## config.mk

```make
export PLATFORM = sky130hd
export DESIGN_NAME = alu_share_arbiter
export DESIGN_NICKNAME = d
export VERILOG_FILES = /design/src/rtl/alu_share_arbiter.sv
export SDC_FILE = /design/constraint.sdc
export NUM_CORES = 1
export LEC_CHECK = 0
export BUFFER_PORTS_ARGS = -buffer_cell sky130_fd_sc_hd__buf_2
export CAP_MARGIN = 20
export CORE_AREA = 2 2 117 119
export CTS_BUF_LIST = sky130_fd_sc_hd__clkbuf_2 sky130_fd_sc_hd__clkbuf_4 sky130_fd_sc_hd__clkbuf_8
export DETAILED_ROUTE_END_ITERATION = 12
export DIE_AREA = 0 0 119 121
export PLACE_DENSITY_LB_ADDON = 0.1
export SYNTH_ARGS = -nofsm -noshare
export SYNTH_HDL_FRONTEND = slang
export SYNTH_SLANG_ARGS = --single-unit
```

## constraint.sdc

```tcl
create_clock -name clk -period 4.4 [get_ports clk]
set_clock_uncertainty 0.05 [all_clocks]
set_input_delay 1.32 -clock clk [delete_from_list [all_inputs] [get_ports clk]]
set_output_delay 1.32 -clock clk [all_outputs]
set_load 0.03 [all_outputs]
```

## src/rtl/alu_share_arbiter.sv

```systemverilog
// Two-way round-robin sequencer that time-shares one ALU between the integer
// execute stage (port 0) and the branch/address unit (port 1).
module alu_share_arbiter #(
  parameter int XLEN = 32
) (
  input  logic            clk,
  input  logic            rst_n,
  input  logic            req0_valid,
  output logic            req0_ready,
  input  logic [1:0]      req0_aluop,
  input  logic [2:0]      req0_funct3,
  input  logic [6:0]      req0_funct7,
  input  logic [XLEN-1:0] req0_a,
  input  logic [XLEN-1:0] req0_b,
  input  logic            req1_valid,
  output logic            req1_ready,
  input  logic [1:0]      req1_aluop,
  input  logic [2:0]      req1_funct3,
  input  logic [6:0]      req1_funct7,
  input  logic [XLEN-1:0] req1_a,
  input  logic [XLEN-1:0] req1_b,
  output logic [1:0]      alu_aluop,
  output logic [2:0]      alu_funct3,
  output logic [6:0]      alu_funct7,
  output logic [XLEN-1:0] alu_a,
  output logic [XLEN-1:0] alu_b,
  input  logic [XLEN-1:0] alu_result,
  output logic            rsp0_valid,
  input  logic            rsp0_ready,
  output logic            rsp1_valid,
  input  logic            rsp1_ready,
  output logic [XLEN-1:0] rsp_result,
  output logic            busy,
  output logic            owner
);

  typedef enum logic [1:0] {
    IDLE = 2'd0,
    EXEC = 2'd1,
    RESP = 2'd2
  } state_t;

  state_t          state_r;
  state_t          state_nx_s;
  logic            grant_s;
  logic            accept_s;
  logic            rsp_take_s;
  logic            last_served_r;
  logic            owner_r;
  logic            busy_r;
  logic            rsp0_valid_r;
  logic            rsp1_valid_r;
  logic [1:0]      aluop_r;
  logic [2:0]      funct3_r;
  logic [6:0]      funct7_r;
  logic [XLEN-1:0] a_r;
  logic [XLEN-1:0] b_r;
  logic [XLEN-1:0] result_r;
  logic [1:0]      sel_aluop_s;
  logic [2:0]      sel_funct3_s;
  logic [6:0]      sel_funct7_s;
  logic [XLEN-1:0] sel_a_s;
  logic [XLEN-1:0] sel_b_s;

  // Round-robin grant: a lone requester wins, a tie goes to the port not served last.
  always_comb begin
    grant_s = 1'b0;
    if (req0_valid && req1_valid) begin
      grant_s = ~last_served_r;
    end else if (req1_valid) begin
      grant_s = 1'b1;
    end else begin
      grant_s = 1'b0;
    end
  end

  assign accept_s   = (state_r == IDLE) && (req0_valid || req1_valid);
  assign req0_ready = accept_s && !grant_s;
  assign req1_ready = accept_s && grant_s;
  assign rsp_take_s = owner_r ? rsp1_ready : rsp0_ready;

  // Operand mux from the granted port into the operation registers.
  always_comb begin
    sel_aluop_s  = req0_aluop;
    sel_funct3_s = req0_funct3;
    sel_funct7_s = req0_funct7;
    sel_a_s      = req0_a;
    sel_b_s      = req0_b;
    if (grant_s) begin
      sel_aluop_s  = req1_aluop;
      sel_funct3_s = req1_funct3;
      sel_funct7_s = req1_funct7;
      sel_a_s      = req1_a;
      sel_b_s      = req1_b;
    end else begin
      sel_aluop_s  = req0_aluop;
      sel_funct3_s = req0_funct3;
      sel_funct7_s = req0_funct7;
      sel_a_s      = req0_a;
      sel_b_s      = req0_b;
    end
  end

  // Next-state logic for the IDLE -> EXEC -> RESP sequence.
  always_comb begin
    state_nx_s = state_r;
    case (state_r)
      IDLE: begin
        if (accept_s) begin
          state_nx_s = EXEC;
        end else begin
          state_nx_s = IDLE;
        end
      end
      EXEC: state_nx_s = RESP;
      RESP: begin
        if (rsp_take_s) begin
          state_nx_s = IDLE;
        end else begin
          state_nx_s = RESP;
        end
      end
      default: state_nx_s = IDLE;
    endcase
  end

  // State register plus registered status flags derived from the next state.
  always_ff @(posedge clk or negedge rst_n) begin
    if (!rst_n) begin
      state_r      <= IDLE;
      busy_r       <= 1'b0;
      rsp0_valid_r <= 1'b0;
      rsp1_valid_r <= 1'b0;
    end else begin
      state_r      <= state_nx_s;
      busy_r       <= (state_nx_s != IDLE);
      rsp0_valid_r <= (state_nx_s == RESP) && !owner_r;
      rsp1_valid_r <= (state_nx_s == RESP) && owner_r;
    end
  end

  // Operation registers and owner, loaded only on an accepted request.
  always_ff @(posedge clk or negedge rst_n) begin
    if (!rst_n) begin
      aluop_r  <= 2'd0;
      funct3_r <= 3'd0;
      funct7_r <= 7'd0;
      a_r      <= {XLEN{1'b0}};
      b_r      <= {XLEN{1'b0}};
      owner_r  <= 1'b0;
    end else if (accept_s) begin
      aluop_r  <= sel_aluop_s;
      funct3_r <= sel_funct3_s;
      funct7_r <= sel_funct7_s;
      a_r      <= sel_a_s;
      b_r      <= sel_b_s;
      owner_r  <= grant_s;
    end
  end

  // Result capture at the end of EXEC; round-robin pointer moves on response handshake.
  always_ff @(posedge clk or negedge rst_n) begin
    if (!rst_n) begin
      result_r      <= {XLEN{1'b0}};
      last_served_r <= 1'b1;
    end else begin
      if (state_r == EXEC) begin
        result_r <= alu_result;
      end
      if ((state_r == RESP) && rsp_take_s) begin
        last_served_r <= owner_r;
      end
    end
  end

  assign alu_aluop  = aluop_r;
  assign alu_funct3 = funct3_r;
  assign alu_funct7 = funct7_r;
  assign alu_a      = a_r;
  assign alu_b      = b_r;
  assign rsp_result = result_r;
  assign rsp0_valid = rsp0_valid_r;
  assign rsp1_valid = rsp1_valid_r;
  assign busy       = busy_r;
  assign owner      = owner_r;

endmodule

```

==> impl_metrics.ini, run 1 <==
[global_routing]
overflow = 0
grt_pass1_vias = 4474
grt_max_degree = 77
grt_pass1_wl_um = 23300
grt_antenna_before_repair = 0
grt_usage_pct = 20.9

[job]
drv_cap = 0

[finish]
final_cell_mix = 302 x buf_2, 114 x dfrtp_1, 76 x o21a_1, 76 x a221o_1, 32 x mux2_2
final_common_cell = buf_2
nets = 841
final_cells = 838
antenna_cells = 0
syn_to_final_growth_pct = 39.6
layout-drive-gt1-share_pct = 56.9

[sta]
worst_slack_ns = 1.14
fin_crit_ns = 3.26
fmax_mhz = 307
hold_violations = 0
final.setup.tns_ns = 0
tightest_slew_ns = 0.876
finalSetupViolations = 0
slew_headroom_pct = 41.6
rsz0062_at_grt = no
post-route-period-util_pct = 74.1
slew_violations = 0

[cts]
clkSlewWorstSetupHoldPaths_ns = 0.06
clockBufferDepth = 2
cts_root_buffer = clkbuf_8
cts_tree = built
ctsResizeCount = 0
post_cts_buffers = 0
cts.sinks = 115
clk_latency_ns = 0.42
cts_made_buffers = 17
htree_levels = 4
holdBufCountCts = 0

[die]
fp.dieArea_um2 = 14400
coreArea_um2 = 13100
rows = 42
die-height_um = 121
pin_count = 304
initial_core_util_pct = 37.4
die_w_um = 119

[detailed_routing]
ant_nets = 0
drt_wl_total_um = 14900
wl_per_cell_um = 17.8
route.detailed.drc = 0
dr_wl_met3_um = 1310
drt-pass1-iter-count = 7
routed_via_density = 5.19
drt-met1-wl_um = 6010
met2_length_um = 7300
highest-signal-layer = met4
drt_iter0_markers = 221
vias = 4346

[power]
p_clk_share_pct = 14.4
p_comb_share_pct = 53.7
cellPowerDensity_nw_per_um2 = 849
p_int_uw = 3180
power_uw = 5800
switching_share_pct = 45.2
p_sw_uw = 2620
p_leak_uw = 0.00347
ir_worst_vdd_v = 0.000418
p_seq_share_pct = 31.9

[critical_path]
critPathArrivalTime_ns = 1.89
cp-start-kind = primary input
r2r_setup_slack_ns = 2.35
required_ns = 3.03
cp-end-kind = output pin
crit_fanout = 3
timing_worst_setup_path_type = primary input to output pin

[logic_synthesis]
synth_area_per_cell_um2 = 13.6
async_reset_ff_share_pct = 100
synth_seq_area_share_pct = 58.8
ys.flop_type = dfrtp_1
syn_nets = 550
synth-seq-cells = 115
ys_types = 22
syn_area_um2 = 4900
netlist_instances = 360
synth_edf_count = 0
yosysWarnings = 0

[place]
dpl_worst_slack_ns = 1.13
gp_congestion = 0.760
port_buffers = 303
place_inst = 808
dp_hpwl_um = 10400

[status]
status = complete, no violations

[worst_hold_path]
min-delay-path-class = flip-flop to flip-flop
==> area by class of cell <==
cell class | count | area (um2)
clock buffers | 24 | 299
clock inverters | 6 | 32.5
fillers | 1209 | 6250
inverters | 2 | 7.51
multi-input cells | 205 | 1810
flip-flops and latches | 115 | 2880
well taps | 176 | 220
repair buffers | 310 | 1580
==> metrics by stage <==
step	hold slack [ns]	instance area, um2	utilization [%]
after floorplan	0.462	4900	-
after global placement	0.431	6500	49.7
after detailed placement	0.437	6500	49.7
after CTS	0.452	6830	52.2
after global routing	0.472	6830	52.2
final	0.450	6830	52.2
==> logic make-up after synthesis <==
family                 share of synthesized area, %
flip-flops                                     58.8
AND/OR/NAND/NOR                                1.51
multiplexers                                   7.56
buffers and inverters                          4.37
AO/OA/AOI/OAI                                  27.8
==> sequential cells by signal (all words and copies together), names as in the netlist <==
register and cells:
alu_a 32, busy 1, state_r 2, rsp0_valid 1, last_served_r 1, owner 1
alu_aluop 2, alu_funct3 3, rsp1_valid 1, alu_b 32, alu_funct7 7, rsp_result 32
==> worst max-delay path, stage by stage <==
cell and delay (ns):
buf_2 0.13, nand2b_1 0.06, and3_2 0.18, buf_2 0.20
==> synth_stat cells (2+ instances only) <==
cell | n | area [um2]
dfrtp_1 | 114 | 2850
buf_2 | 9 | 45.0
mux2_2 | 32 | 360
o21ai_0 | 2 | 10.0
nand2_1 | 2 | 7.51
nand2b_1 | 2 | 12.5
buf_6 | 7 | 78.8
nor2_1 | 6 | 22.5
a221o_1 | 76 | 761
a21oi_1 | 2 | 10.0
o21a_1 | 76 | 571
clkbuf_1 | 22 | 82.6
==> power by group through the flow <==
stage / Combinational [uW] / Sequential (uW) / Clock [uW]
final: 3120 / 1850 / 837
after global placement: 3110 / 1850 / 0
after detailed placement: 3150 / 1860 / 0
after CTS: 3150 / 1850 / 866
after global routing: 3330 / 1920 / 919
after floorplan: 1250 / 2860 / 0
==> routing by layer <==
layer,global-route usage (%),vias to the layer above
li1,-,1985
met1,25.0,2102
met2,33.9,234
met3,8.04,25
met4,8.71,0
met5,0,-
==> worst paths after layout <==
check                                from        endpoint  depth (start not counted)
max                            req1_valid      req0_ready                          4
min                        rsp_result[10]  rsp_result[10]                          1
max reg2reg                    state_r[1]       alu_a[29]                          4
min reg2reg                rsp_result[10]  rsp_result[10]                          1
max in group asynchronous           rst_n   last_served_r                          2
min in group asynchronous           rst_n   rsp_result[9]                          1
(Power assumes the default switching activity.)
==> run 2: changes to the inputs <==
CORE_AREA = 2 2 119 121   (was 2 2 117 119)
DIE_AREA = 0 0 121 123   (was 0 0 119 121)
clock period = 3.3 ns   (was 4.4 ns; I/O delays follow)
==> run 2 against run 1 <==
  * Combinational power up 34%
  * Power is 38% higher
  * Critical path depth unchanged
  * Cell count rose by 0.84%
  * Hold slack got worse by 0.030 ns
  * Critical path type unchanged
==> impl_metrics.ini, run 2 (synthesized netlist as in run 1, its figures left out) <==
[critical_path]
worstPathCellList = buf_2 > nand2b_1 > and3_2 > buf_2
cpMostUsedCell = buf_2
cp_slowest_cell = and3_2
path_buf_inv = 2
cp-start-kind = primary input
required_ns = 2.26
critPathTopFamily = buffers and inverters
crit_path_max_incr_delay_ns = 0.22
cp-end-kind = output pin
critPathArrivalTime_ns = 1.58
timing_worst_setup_path_type = primary input to output pin
crit_fanout = 3

[cts]
post_cts_buffers = 0
holdBufCountCts = 0
ctsResizeCount = 0
cts.sinks = 115
clockBufferDepth = 2
cts_tree = built
clkSlewWorstSetupHoldPaths_ns = 0.07
clk_latency_ns = 0.44
cts_made_buffers = 17
cts_root_buffer = clkbuf_8
htree_levels = 4

[power]
ir_worst_vdd_v = 0.000494
p_seq_share_pct = 30.9
switching_share_pct = 44.4
p_leak_uw = 0.00351
p_comb_share_pct = 52.1
p_int_uw = 4450
cellPowerDensity_nw_per_um2 = 1150
p_sw_uw = 3550
p_clk_share_pct = 17.0

[sta]
fin_crit_ns = 2.62
rsz0062_at_grt = no
slew_headroom_pct = 40.5
final.setup.tns_ns = 0
tightest_slew_ns = 0.893
finalSetupViolations = 0
fmax_mhz = 381
slew_violations = 0
worst_slack_ns = 0.678
post-route-period-util_pct = 79.5
hold_violations = 0

[job]
drv_cap = 0

[die]
coreArea_um2 = 13600
initial_core_util_pct = 36.0
die_w_um = 121
die-height_um = 123
rows = 43
fp.dieArea_um2 = 14900
pin_count = 304

[global_routing]
overflow = 0
grt_pass1_vias = 4348
grt_max_degree = 77
grtUsageMet2_pct = 33.5
gr-usage-met3_pct = 7.75
grt_antenna_before_repair = 1
grt_util_met1_pct = 25.5
grt_busiest_layer = met2
grt_usage_pct = 20.8
grt_pass1_wl_um = 23400

[finish]
final_common_cell = buf_2
syn_to_final_growth_pct = 41.8
nets = 843
final_util_pct = 51.0
final_cell_mix = 302 x buf_2, 114 x dfrtp_1, 76 x o21a_1, 76 x a221o_1, 32 x mux2_2
layout-drive-gt1-share_pct = 57.1
antenna_cells = 0

[place]
dpl_worst_slack_ns = 0.672
gp_congestion = 0.775
dp_hpwl_um = 11100
port_buffers = 303

[worst_hold_path]
min-delay-path-class = primary input to async pin

[detailed_routing]
wl_per_cell_um = 18.4
route.detailed.drc = 0
routed_via_density = 5.14
ant_nets = 0
drt_wl_total_um = 15600
vias = 4344
drt-pass1-iter-count = 4
drt_iter0_markers = 220

[status]
status = complete, no violations
run 2: final cells by class:
class / instances / area, um2
Fill cell: 1250 / 6670
Sequential cell: 115 / 2880
Multi-Input combinational cell: 205 / 1810
Timing Repair Buffer: 312 / 1610
Clock buffer: 21 / 277
Tap cell: 180 / 225
Clock inverter: 10 / 133
Inverter: 2 / 7.51
run 2: final timing paths:
path	start	endpoint	slack (ns)	cells past startpoint
worst max-delay path	req1_valid	req0_ready	0.68	4
max in group asynchronous	rst_n	last_served_r	2.05	2
worst max register to register	state_r[1]	alu_b[18]	1.16	4
min in group clk	rsp_result[13]	rsp_result[13]	0.45	1
worst min-delay path	rst_n	rsp_result[30]	0.42	1
worst min register to register	rsp_result[13]	rsp_result[13]	0.45	1
run 2: power groups by stage:
stage                     combinational (uW)  sequential (uW)  clock (uW)
after global placement                  4160             2470           0
after floorplan                         1660             3820           0
after CTS                               4220             2470        1400
final                                   4170             2470        1360
after detailed placement                4220             2480           0
after global routing                    4460             2560        1470
run 2: stage by stage:
step                power (uW)  hold slack (ns)  std cells  cell area, um2
global route              8480            0.421        845            6940
finish                    8000            0.420        845            6940
floorplan                 5480            0.462        360            4900
detailed placement        6700            0.437        814            6540
CTS                       8090            0.402        845            6940
global placement          6630            0.431        814            6540
run 2: layer usage:
layer	wire length (um)	part of all wire, %	up-vias
met1	6290	40	2110
met5	0	0	-
met4	286	1.8	0
li1	-	-	1998
met2	7540	48	213
met3	1460	9.4	23
==> run 3: changes to the inputs <==
CORE_AREA = 2 2 117 119   (was 2 2 119 121)
DIE_AREA = 0 0 119 121   (was 0 0 121 123)
clock period = 2.1 ns   (was 3.3 ns; I/O delays follow)
==> run 3 against run 2 <==
  * Register-to-register slack worse by 0.84 ns
  * Via count up 1.2%
  * Power up 59%
  * Worst setup slack worse by 0.64 ns
  * Cell count unchanged
  * Flip-flop and latch count unchanged
  * Critical endpoint unchanged
==> impl_metrics.ini, run 3 (synthesized netlist as in run 1, its figures left out) <==
[die]
rows = 42
die_w_um = 119
die-height_um = 121
pin_count = 304
fp.dieArea_um2 = 14400
initial_core_util_pct = 37.4
coreArea_um2 = 13100

[global_routing]
gr-usage-met3_pct = 6.95
grt_usage_pct = 20.9
overflow = 0
grt_pass1_vias = 4580
grt_pass1_wl_um = 23400
grt_max_degree = 116
grt_util_met1_pct = 24.4
grtUsageMet2_pct = 35.8
grt_antenna_before_repair = 0
grt_busiest_layer = met2

[cts]
holdBufCountCts = 0
cts_made_buffers = 17
cts_root_buffer = clkbuf_8
cts_tree = built
clk_latency_ns = 0.42
htree_levels = 4
cts.sinks = 115
clockBufferDepth = 2
clkSlewWorstSetupHoldPaths_ns = 0.07

[sta]
rsz0062_at_grt = yes
fin_crit_ns = 2.07
post-route-period-util_pct = 98.4
finalSetupViolations = 0
whs_ns = 0.232
fmax_mhz = 484
final.setup.tns_ns = 0
tightest_slew_ns = 0.621
slew_violations = 0
hold_violations = 0
slew_headroom_pct = 58.6

[critical_path]
critPathArrivalTime_ns = 1.39
timing.rr.end = alu_b[10]
cp-start-kind = flip-flop
rr_worst_depth = 5
timing_worst_setup_path_type = flip-flop to output pin
cp-end-kind = output pin
required_ns = 1.42
r2r_start = last_served_r
r2r_setup_slack_ns = 0.32
crit_fanout = 3

[power]
p_leak_uw = 0.00356
ir_worst_vdd_v = 0.000693
cellPowerDensity_nw_per_um2 = 1810

[worst_hold_path]
min-delay-path-class = primary input to async pin

[finish]
final_cell_mix = 300 x buf_2, 114 x dfrtp_1, 76 x o21a_1, 76 x a221o_1, 32 x mux2_2
nets = 846
layout-drive-gt1-share_pct = 57.7
final_cells = 845
fill_cells = 1185
syn_to_final_growth_pct = 43.7
antenna_cells = 0
final_common_cell = buf_2

[detailed_routing]
drt_wl_total_um = 15000
vias = 4395
drt-pass1-iter-count = 4
ant_nets = 0
routed_via_density = 5.20
route.detailed.drc = 0
drt_iter0_markers = 275
wl_per_cell_um = 17.8

[status]
status = complete, no violations

[place]
gp_congestion = 0.724
dp_hpwl_um = 10400
port_buffers = 303
place_inst = 810

[job]
drv_cap = 0
-- run 3: changes by cell type in the layout (fill, tap and decap cells not counted), sizes merged --
| cell | delta |
|---|---|
| buf | +3 |
| clkbuf | +2 |
| clkinvlp | -1 |
-- run 3: critical path, stage by stage, from the launching register on --
cell	delay (ns)
dfstp_2	0.55
nand2b_1	0.10
and3_4	0.19
buf_6	0.13
-- run 3: power by group --
part	leakage, uW	total [uW]	internal [uW]	switching [uW]
combinational	0.00194	6680	2550	4130
clock	0.000221	2210	1340	874
sequential	0.00140	3880	3320	555
-- run 3: layout make-up --
class	count	area (um2)	share of cell area, %
clock buffers	23	310	4.41
flip-flops and latches	115	2880	40.9
well taps	176	220	3.13
repair buffers	315	1670	23.8
inverters	2	7.51	0.107
clock inverters	9	125	1.78
multi-input cells	205	1820	25.9
-- run 3: worst max path at each step --
stage | startpoint | end | slack (ns) | cells past startpoint
after floorplan | req0_valid | req1_ready | 0.09 | 4
after CTS | last_served_r | req0_ready | -0.02 | 3
after detailed placement | req1_valid | alu_a[26] | 0.17 | 5
final | last_served_r | req0_ready | 0.03 | 3
after global placement | req1_valid | alu_b[7] | 0.20 | 5
after global routing | last_served_r | req0_ready | -0.04 | 3
-- run 3: metrics by stage --
step | total power (uW) | worst slack (ns) | utilization, % | area, um2
floorplan | 8620 | 0.0916 | - | 4900
finish | 12800 | 0.0338 | 53.8 | 7040
global route | 13500 | -0.0357 | 53.8 | 7040
global placement | 10400 | 0.204 | 50.1 | 6560
CTS | 12900 | -0.0165 | 53.6 | 7010
detailed placement | 10600 | 0.170 | 50.1 | 6560
-- run 3: what timing repair did --
action / 4_1_cts / 5_1_grt
endpoints found under the setup margin: 2 / 2
setup buffers: 1 / 2
cloned: 0 / 0
endpoints found under the hold margin: 0 / 0
pin swaps: 0 / 2
gates resized for setup: 5 / 2
-- run 3: layer usage --
metal  vias up  wire, um
li1       1999         -
met1      2137      6020
met2       234      7390
met3        25      1300
met4         0       331
met5         -         0
